<file path="config.mk">
export PLATFORM = sky130hd
export DESIGN_NAME = mux_scan_seq_flat
export DESIGN_NICKNAME = d
export VERILOG_FILES = /design/src/rtl/mux_scan_seq_if.sv /design/src/rtl/mux_scan_seq.sv /design/src/flat_wrapper.sv
export SDC_FILE = /design/constraint.sdc
export NUM_CORES = 1
export LEC_CHECK = 0
export BUFFER_PORTS_ARGS = -buffer_cell sky130_fd_sc_hd__buf_2
export CAP_MARGIN = 20
export CELL_PAD_IN_SITES_DETAIL_PLACEMENT = 0
export CELL_PAD_IN_SITES_GLOBAL_PLACEMENT = 1
export CORE_MARGIN = 2
export CORE_UTILIZATION = 46
export CTS_BUF_LIST = sky130_fd_sc_hd__clkbuf_8
export CTS_CLUSTER_SIZE = 8
export DETAILED_ROUTE_END_ITERATION = 6
export PLACE_DENSITY_LB_ADDON = 0.1
export SLEW_MARGIN = 20
export SYNTH_ARGS = -nofsm -noshare
export SYNTH_HDL_FRONTEND = slang
export SYNTH_SLANG_ARGS = --single-unit
</file>
<file path="constraint.sdc">
create_clock -name clk -period 1.8 [get_ports clk]
set_input_delay 0.45 -clock clk [delete_from_list [all_inputs] [get_ports clk]]
set_output_delay 0.45 -clock clk [all_outputs]
set_load 0.02 [all_outputs]
</file>
<file path="src/rtl/mux_scan_seq_if.sv">
// Handshake bundle between mux_scan_seq and its mux/word consumer.
// Optional SCAN_PARITY_EN adds word_par alongside word.
interface mux_scan_seq_if #(
    parameter int NUM_SEL_BITS = 2
);
    localparam int N = 2 ** NUM_SEL_BITS;

    logic                    start;
    logic                    q_in;
    logic [NUM_SEL_BITS-1:0] select;
    logic [N-1:0]            word;
    logic                    word_valid;
    logic                    word_ready;
    logic                    busy;
`ifdef SCAN_PARITY_EN
    logic                    word_par;

    modport master (
        input  start, q_in, word_ready,
        output select, word, word_valid, busy, word_par
    );

    modport slave (
        output start, q_in, word_ready,
        input  select, word, word_valid, busy, word_par
    );
`else
    modport master (
        input  start, q_in, word_ready,
        output select, word, word_valid, busy
    );

    modport slave (
        output start, q_in, word_ready,
        input  select, word, word_valid, busy
    );
`endif
endinterface

</file>
<file path="src/rtl/mux_scan_seq.sv">
// Steps a 4:1-style mux select through every channel, samples q after a settle delay
// and presents the assembled word on valid/ready. Optional macro: SCAN_PARITY_EN (word_par).
module mux_scan_seq #(
    parameter int NUM_SEL_BITS  = 2,
    parameter int SETTLE_CYCLES = 1
) (
    input  logic               clk,
    input  logic               rst_n,
    mux_scan_seq_if.master     bus
);
    localparam int N     = 2 ** NUM_SEL_BITS;
    localparam int CNT_W = (SETTLE_CYCLES > 0) ? $clog2(SETTLE_CYCLES + 1) : 1;
    localparam logic [CNT_W-1:0]        SETTLE_MAX = CNT_W'(SETTLE_CYCLES);
    localparam logic [NUM_SEL_BITS-1:0] LAST_SEL   = NUM_SEL_BITS'(N - 1);

    typedef enum logic [1:0] {IDLE, SCAN, HOLD} state_t;

    state_t                  state;
    logic [CNT_W-1:0]        cnt;
    logic [N-1:0]            scratch;
    logic [NUM_SEL_BITS-1:0] select_r;
    logic [N-1:0]            word_r;
    logic                    word_valid_r;
    logic                    busy_r;

    logic [N-1:0]            scratch_nxt;
    logic                    settle_done;
    logic                    last_chan;
    logic                    handshake;

    function automatic logic [N-1:0] insert_bit(
        input logic [N-1:0]            v,
        input logic [NUM_SEL_BITS-1:0] idx,
        input logic                    b
    );
        logic [N-1:0] r;
        r      = v;
        r[idx] = b;
        return r;
    endfunction

    // The final sample is folded in combinationally so word is complete on HOLD entry.
    assign scratch_nxt = insert_bit(scratch, select_r, bus.q_in);
    assign settle_done = (cnt == SETTLE_MAX);
    assign last_chan   = (select_r == LAST_SEL);
    assign handshake   = word_valid_r & bus.word_ready;

`ifdef SCAN_PARITY_EN
    logic word_par_r;
`endif

    always_ff @(posedge clk or negedge rst_n) begin
        if (!rst_n) begin
            state        <= IDLE;
            cnt          <= '0;
            scratch      <= '0;
            select_r     <= '0;
            word_r       <= '0;
            word_valid_r <= 1'b0;
            busy_r       <= 1'b0;
`ifdef SCAN_PARITY_EN
            word_par_r   <= 1'b0;
`endif
        end else begin
            case (state)
                IDLE: begin
                    if (bus.start) begin
                        state    <= SCAN;
                        select_r <= '0;
                        cnt      <= '0;
                        busy_r   <= 1'b1;
                    end
                end
                SCAN: begin
                    if (!settle_done) begin
                        cnt <= cnt + CNT_W'(1);
                    end else begin
                        scratch <= scratch_nxt;
                        cnt     <= '0;
                        if (!last_chan) begin
                            select_r <= select_r + NUM_SEL_BITS'(1);
                        end else begin
                            word_r       <= scratch_nxt;
                            word_valid_r <= 1'b1;
                            state        <= HOLD;
`ifdef SCAN_PARITY_EN
                            word_par_r   <= ^scratch_nxt;
`endif
                        end
                    end
                end
                HOLD: begin
                    // start is only honoured on the accepting edge; otherwise it is dropped.
                    if (handshake) begin
                        word_valid_r <= 1'b0;
                        select_r     <= '0;
                        cnt          <= '0;
                        if (bus.start) begin
                            state <= SCAN;
                        end else begin
                            state  <= IDLE;
                            busy_r <= 1'b0;
                        end
                    end
                end
                default: begin
                    state <= IDLE;
                end
            endcase
        end
    end

    assign bus.select     = select_r;
    assign bus.word       = word_r;
    assign bus.word_valid = word_valid_r;
    assign bus.busy       = busy_r;
`ifdef SCAN_PARITY_EN
    assign bus.word_par   = word_par_r;
`endif

endmodule

</file>
<file path="src/flat_wrapper.sv">
// flat-port wrapper written by rule: the top's interface ports become plain ports
module mux_scan_seq_flat 
#(
    parameter int NUM_SEL_BITS  = 2,
    parameter int SETTLE_CYCLES = 1
)
  (clk, rst_n, bus_start, bus_q_in, bus_word_ready, bus_select, bus_word, bus_word_valid, bus_busy);
  mux_scan_seq_if #(.NUM_SEL_BITS(NUM_SEL_BITS)) bus_i ();
  input  logic clk;
  input  logic rst_n;
  input wire logic [$bits(bus_i.start)-1:0] bus_start;
  input wire logic [$bits(bus_i.q_in)-1:0] bus_q_in;
  input wire logic [$bits(bus_i.word_ready)-1:0] bus_word_ready;
  output wire logic [$bits(bus_i.select)-1:0] bus_select;
  output wire logic [$bits(bus_i.word)-1:0] bus_word;
  output wire logic [$bits(bus_i.word_valid)-1:0] bus_word_valid;
  output wire logic [$bits(bus_i.busy)-1:0] bus_busy;
  assign bus_i.start = bus_start;
  assign bus_i.q_in = bus_q_in;
  assign bus_i.word_ready = bus_word_ready;
  assign bus_select = bus_i.select;
  assign bus_word = bus_i.word;
  assign bus_word_valid = bus_i.word_valid;
  assign bus_busy = bus_i.busy;
  mux_scan_seq #(.NUM_SEL_BITS(NUM_SEL_BITS), .SETTLE_CYCLES(SETTLE_CYCLES)) u_core (.clk(clk), .rst_n(rst_n), .bus(bus_i));
endmodule
</file>
==> reports/metrics.yaml, run 1 <==
place:
  io_buffers: 12
  hpwl_um: 954.6
  gp_congestion: 0.7332
synthesis:
  syn_nets: 76
  yosysSeqAreaShare_pct: 49.47
  synth_cell_types: 21
  ys_ff_latch: 14
  avgSynthCellArea_um2: 10.57
  yosys_warnings: 0
  synth_cells: 67
  synth_area_um2: 708.2
cts:
  cts_max_level: 1
  cts_sinks: 14
  cts-root-buf: "clkbuf_8"
  cts-resized-gates: 0
  clk_pin_slew_worst_paths_ps: 60
  tritoncts: "built"
  cts_buffers: 3
  clk_latency_ps: 240
  clock_path_buffers: 2
  postCtsSetupBuffers: 0
  hold_buffers: 0
critical_path:
  crit_arrival_ps: 1450
  crit_path_end_kind: "flip-flop"
  slowest_stage: "dfrtp_1"
  criticalPathCategory: "reg -> reg"
  cp.required_ps: 1920
  timing.rr.start: "u_core.state[0]"
  crit_start: "u_core.state[0]"
  worstSetupStartpointType: "flip-flop"
  cpPeakStageDelay_ps: 440
  path_max_fanout: 7
  cp_cell_sequence: "nor2b_1 -> buf_4 -> nand3_2 -> mux2_4"
drt:
  drc: 0
  drtPass1Iterations: 2
  drtAntennaViolNets: 0
  wl_met1_um: 669
  dr.max_layer_used: "met4"
  drt_iter0_markers: 2
  vias: 505
  wl_met3_um: 59
  route.met2.wl_um: 576
  routed_wl_mm: 1.315
  avgViaCountPerCell: 5.153
  wl_per_cell_um: 13.42
global_route:
  grt_overflow_total: 0
  grt_max_degree: 15
  track_usage_pct: 16.36
  grt_pass1_vias: 499
  grt_pass1_wl_mm: 2.214
  antenna_found_initial: 0
cells_and_area:
  layout_common_cells: "nand2_1 (14), dfrtp_1 (14), buf_2 (12)"
  multiInputGateArea_um2: 334.1
  fin_util_pct: 56.97
  fillCellCount: 149
  area_growth_pct: 18.37
  drive_above_1_share_pct: 28.05
  fin_nets: 92
  antenna_cells: 0
  regArea_um2: 350.3
floorplanning:
  start_util_pct: 48.13
  dieArea_mm2: 0.001869
  io-pin-count: 13
  die_w_um: 43.24
  core.rowCount: 14
  coreArea_mm2: 0.001471
  die_h_um: 43.24
run_status:
  outcome: "finished clean"
sta:
  rsz0062_at_grt: "false"
  drv_slew: 0
  max-slew-margin-rel_pct: 77.25
  hold_violations: 0
  worst_slew_pin_slew_ps: 336.7
  tns_ps: 0
  fin_crit_sh_pct: 73.75
  skew_ps: 5.559
  fmax_mhz: 753.2
  finalSetupViolCount: 0
  final.min_clock_period_ps: 1328
power_and_ir_drop:
  power_density_mw_per_mm2: 1882
  p_leak_nw: 0.4201
  vdd_drop_max_uv: 720.7
job:
  drv_cap: 0
min_path:
  hp-class: "in -> async"
## registers in the layout (all words and copies together), names as in the netlist
name and cells:
u_core.bus.word 4, u_core.scratch 3, u_core.bus.select 2, u_core.state 2
u_core.bus.busy 1, u_core.bus.word_valid 1, u_core.cnt 1
## logic make-up after synthesis
group | count (synthesis) | share of synthesized area [%]
AO/OA/AOI/OAI | 10 | 8.481
adder cells (fa/ha/maj) | 4 | 7.067
buffers and inverters | 5 | 3.356
flip-flops | 14 | 49.47
multiplexers | 6 | 10.60
AND/OR/NAND/NOR | 28 | 21.03
## critical path, delay by kind of cell, from the launching register on
| kind | cells | cell delay, ps |
|---|---|---|
| buffers and inverters | 1 | 180 |
| DFF | 1 | 440 |
| muxes | 1 | 310 |
| and+or+nand+nor | 2 | 280 |
## synthesized netlist by cell type
cell type  count  share of area, %
mux2_4         3               6.4
o21bai_1       1               1.1
a21oi_1        2               1.4
mux2i_1        3               4.2
a32o_1         1               1.4
nand4b_1       2               2.5
dfrtp_1       14                49
buf_2          1              0.71
nand4_1        1              0.88
nand3_2        3               4.2
nand2b_1       1              0.88
ha_1           4               7.1
buf_4          1               1.1
nor4bb_1       1               1.4
nor2_1         4               2.1
nand3_1        1              0.71
a22oi_1        1               1.1
o21ai_0        5               3.5
nor2b_1        1              0.88
nand2_1       14               7.4
inv_1          3               1.6
## final cells by class
type                    instances  share of cell area (%)
flip-flops and latches         14                   41.79
multi-input cells              48                   39.85
repair buffers                 13                   8.060
clock buffers                   4                   6.567
well taps                      16                   2.388
inverters                       3                   1.343
## routing by layer
metal	up-vias	global-route usage, %
li1	258	-
met1	235	22.04
met2	10	24.78
met3	2	3.830
met4	0	7.273
met5	-	0
## where the power goes
part | switching [mW] | leakage [nW] | internal (mW)
Sequential | 0.138 | 0.166 | 0.463
Combinational | 0.365 | 0.225 | 0.306
Clock | 0.111 | 0.0288 | 0.193
Total | 0.614 | 0.420 | 0.963
## worst paths after layout
path                                              to  slack, ps  cells past startpoint
worst max-delay path               u_core.scratch[0]        470                      4
worst min-delay path            u_core.bus.select[1]         90                      1
worst max register to register     u_core.scratch[0]        470                      4
worst min register to register    u_core.bus.word[3]        480                      2
max in group asynchronous         u_core.bus.word[2]       1450                      1
min in group clk                     u_core.bus.busy        460                      3
## metrics by stage
step                      instances  hold WS, ps  setup WS [ps]  instance area, um2  power [mW]
after floorplan                  67        154.4          496.4               708.2       1.100
after global placement           94        366.9          487.9               783.3       1.275
after detailed placement         94        370.4          484.5               783.3       1.281
after CTS                        98        108.7          465.1               838.3       1.592
after global routing             98        118.0          297.7               838.3       1.697
final                            98        94.76          472.4               838.3       1.578
Note: power is estimated with default switching activity, not from simulation.
==> run 2: changes to the inputs <==
- ABC_AREA: not set -> 1
- CORE_UTILIZATION: 46 -> 37
- clock period: 1.8 -> 1.19 ns (I/O delays scaled with it)
==> reports/metrics.yaml, run 2 <==
run_status:
  outcome: "finished clean"
cells_and_area:
  fillCellCount: 169
  area_growth_pct: 30.90
  drive_above_1_share_pct: 33.02
  mostFrequentLayoutCell: "nand2_1"
  fin_nets: 116
  antenna_cells: 0
  largest_reg_flops: 4
  layout_common_cells: "nand2_1 (28), buf_2 (12), dfrtp_1 (11)"
floorplanning:
  start_util_pct: 40.42
  core.rowCount: 15
  io-pin-count: 13
  coreArea_mm2: 0.001783
  dieArea_mm2: 0.002317
  die_w_um: 48.14
  die_h_um: 48.14
drt:
  drtPass1Iterations: 4
  drt_iter0_markers: 6
  routed_wl_mm: 1.365
  avgViaCountPerCell: 4.527
  wl_per_cell_um: 10.42
  vias: 593
  drc: 0
  drtAntennaViolNets: 0
global_route:
  antenna_found_initial: 0
  grt_max_degree: 15
  grt_pass1_vias: 483
  track_usage_pct: 13.19
  grt_pass1_wl_mm: 2.028
  grt_overflow_total: 0
synthesis:
  synth_cell_types: 17
  synth_edf_count: 0
  yosysSeqAreaShare_pct: 48.61
  synth_area_um2: 720.7
  postSynth.asyncResetShare_pct: 100.0
  avgSynthCellArea_um2: 8.284
  synth.most_common_cell: "nand2_1"
  synth_top_area_share_pct: 48.61
  synth_cells: 87
  yosys_warnings: 0
  ys_ff_latch: 14
  netlist_top_cells_area: "dfrtp_1 (49%), nand2_1 (15%), o21ai_0 (8.3%)"
  ys.flop_type: "dfrtp_1"
  syn_nets: 96
  ys_top_cells_by_count: "nand2_1 (28), dfrtp_1 (14), inv_1 (12), o21ai_0 (12)"
  synth_top_area_cell: "dfrtp_1"
sta:
  rsz0062_at_grt: "true"
  holdWs_ps: 310.0
  worst_slew_pin_slew_ps: 326.0
  hold_violations: 0
  max-slew-margin-rel_pct: 78.27
  tns_ps: 0
  fmax_mhz: 855.4
  drv_slew: 0
  fin_crit_sh_pct: 98.24
  finalSetupViolCount: 0
  final.min_clock_period_ps: 1169
  skew_ps: 0.8544
critical_path:
  cp_top_family: "flip-flops"
  cp.depth: 1
  crit_path_end_kind: "output pin"
  r2r_cells: 5
  worst-path-buf-inv: 1
  worstSetupStartpointType: "flip-flop"
  path_max_fanout: 6
  cp.required_ps: 890
  cp_cell_sequence: "buf_2"
  crit_arrival_ps: 870
  cpPeakStageDelay_ps: 450
  criticalPathCategory: "reg -> out"
  slowest_stage: "dfrtp_2"
place:
  io_buffers: 12
  hpwl_um: 950.8
  gp_congestion: 0.7058
cts:
  cts_buffers: 3
  tritoncts: "built"
  cts-root-buf: "clkbuf_8"
  clk_latency_ps: 240
  cts_sinks: 14
  clock_path_buffers: 2
  clk_pin_slew_worst_paths_ps: 60
  cts_max_level: 1
min_path:
  hp-class: "in -> reg"
  whs_path_depth: 3
power_and_ir_drop:
  vdd_drop_max_uv: 1648
  power_density_mw_per_mm2: 2528
  p_leak_nw: 0.4975
job:
  drv_cap: 0
## run 2: cell types whose count changed after synthesis, sizes merged, moves of 3 or more
cell,before,now
inv,3,13
nand2,14,30
mux2,3,0
o21ai,5,13
mux2i,3,0
## run 2: layer usage
metal / GRT usage (%) / vias up / routed length (um)
met4: 4.865 / 0 / 10
met2: 18.67 / 12 / 588
met5: 0 / - / 0
li1: - / 310 / -
met3: 5.556 / 2 / 63
met1: 17.97 / 269 / 702
## run 2: final cells by class
class	count	area [um2]	area share, %
multi-input combinational	59	360.3	38.20
sequential	14	354.1	37.53
timing repair buffer	15	85.08	9.019
inverter	14	57.56	6.101
clock buffer	4	55.05	5.836
tap	25	31.28	3.316
## run 2: metrics by stage
step | std cells | total power, mW | util (%) | setup slack [ps] | area (um2)
2_1_floorplan | 87 | 1.520 | - | -0.2073 | 725.7
3_3_place_gp | 124 | 1.762 | 45.82 | 3.433 | 817.0
3_5_place_dp | 124 | 1.768 | 45.82 | -12.29 | 817.0
4_1_cts | 129 | 2.258 | 49.68 | 6.477 | 885.9
5_1_grt | 131 | 2.608 | 52.91 | -14.79 | 943.4
6_report | 131 | 2.384 | 52.91 | 20.98 | 943.4
## run 2: cells by family after synthesis
logic type | after synthesis | share of synthesized area (%)
compound gates | 15 | 10.76
fa+ha+maj | 4 | 6.945
buf+inv | 14 | 7.985
flops | 14 | 48.61
simple gates | 40 | 25.69
## run 2: path summary, 6_finish.rpt
kind / startpoint / end / slack (ps)
max in group asynchronous: rst_n / u_core.bus.select[0] / 450
setup / recovery: u_core.bus.select[0] / bus_select[0] / 20
setup reg to reg: u_core.bus.select[0] / u_core.scratch[1] / 80
hold / removal: bus_q_in / u_core.bus.word[3] / 310
hold reg to reg: u_core.bus.word[3] / u_core.bus.word[3] / 470
min in group asynchronous: rst_n / u_core.bus.busy / 480
## run 2: timing repair
| item | CTS | global route |
|---|---|---|
| endpoints found under the setup margin | 2 | 10 |
| gates resized for setup | 1 | 14 |
| setup buffers | 0 | 2 |
| pin swaps | 0 | 5 |
| hold buffers | 1 | 0 |
| hold endpoints to repair | 14 | 0 |
## run 2: power breakdown
group | switching [mW] | total, mW | internal (mW)
combinational | 0.685 | 1.10 | 0.415
clock | 0.164 | 0.456 | 0.293
sequential | 0.151 | 0.828 | 0.677
total | 1.00 | 2.38 | 1.38
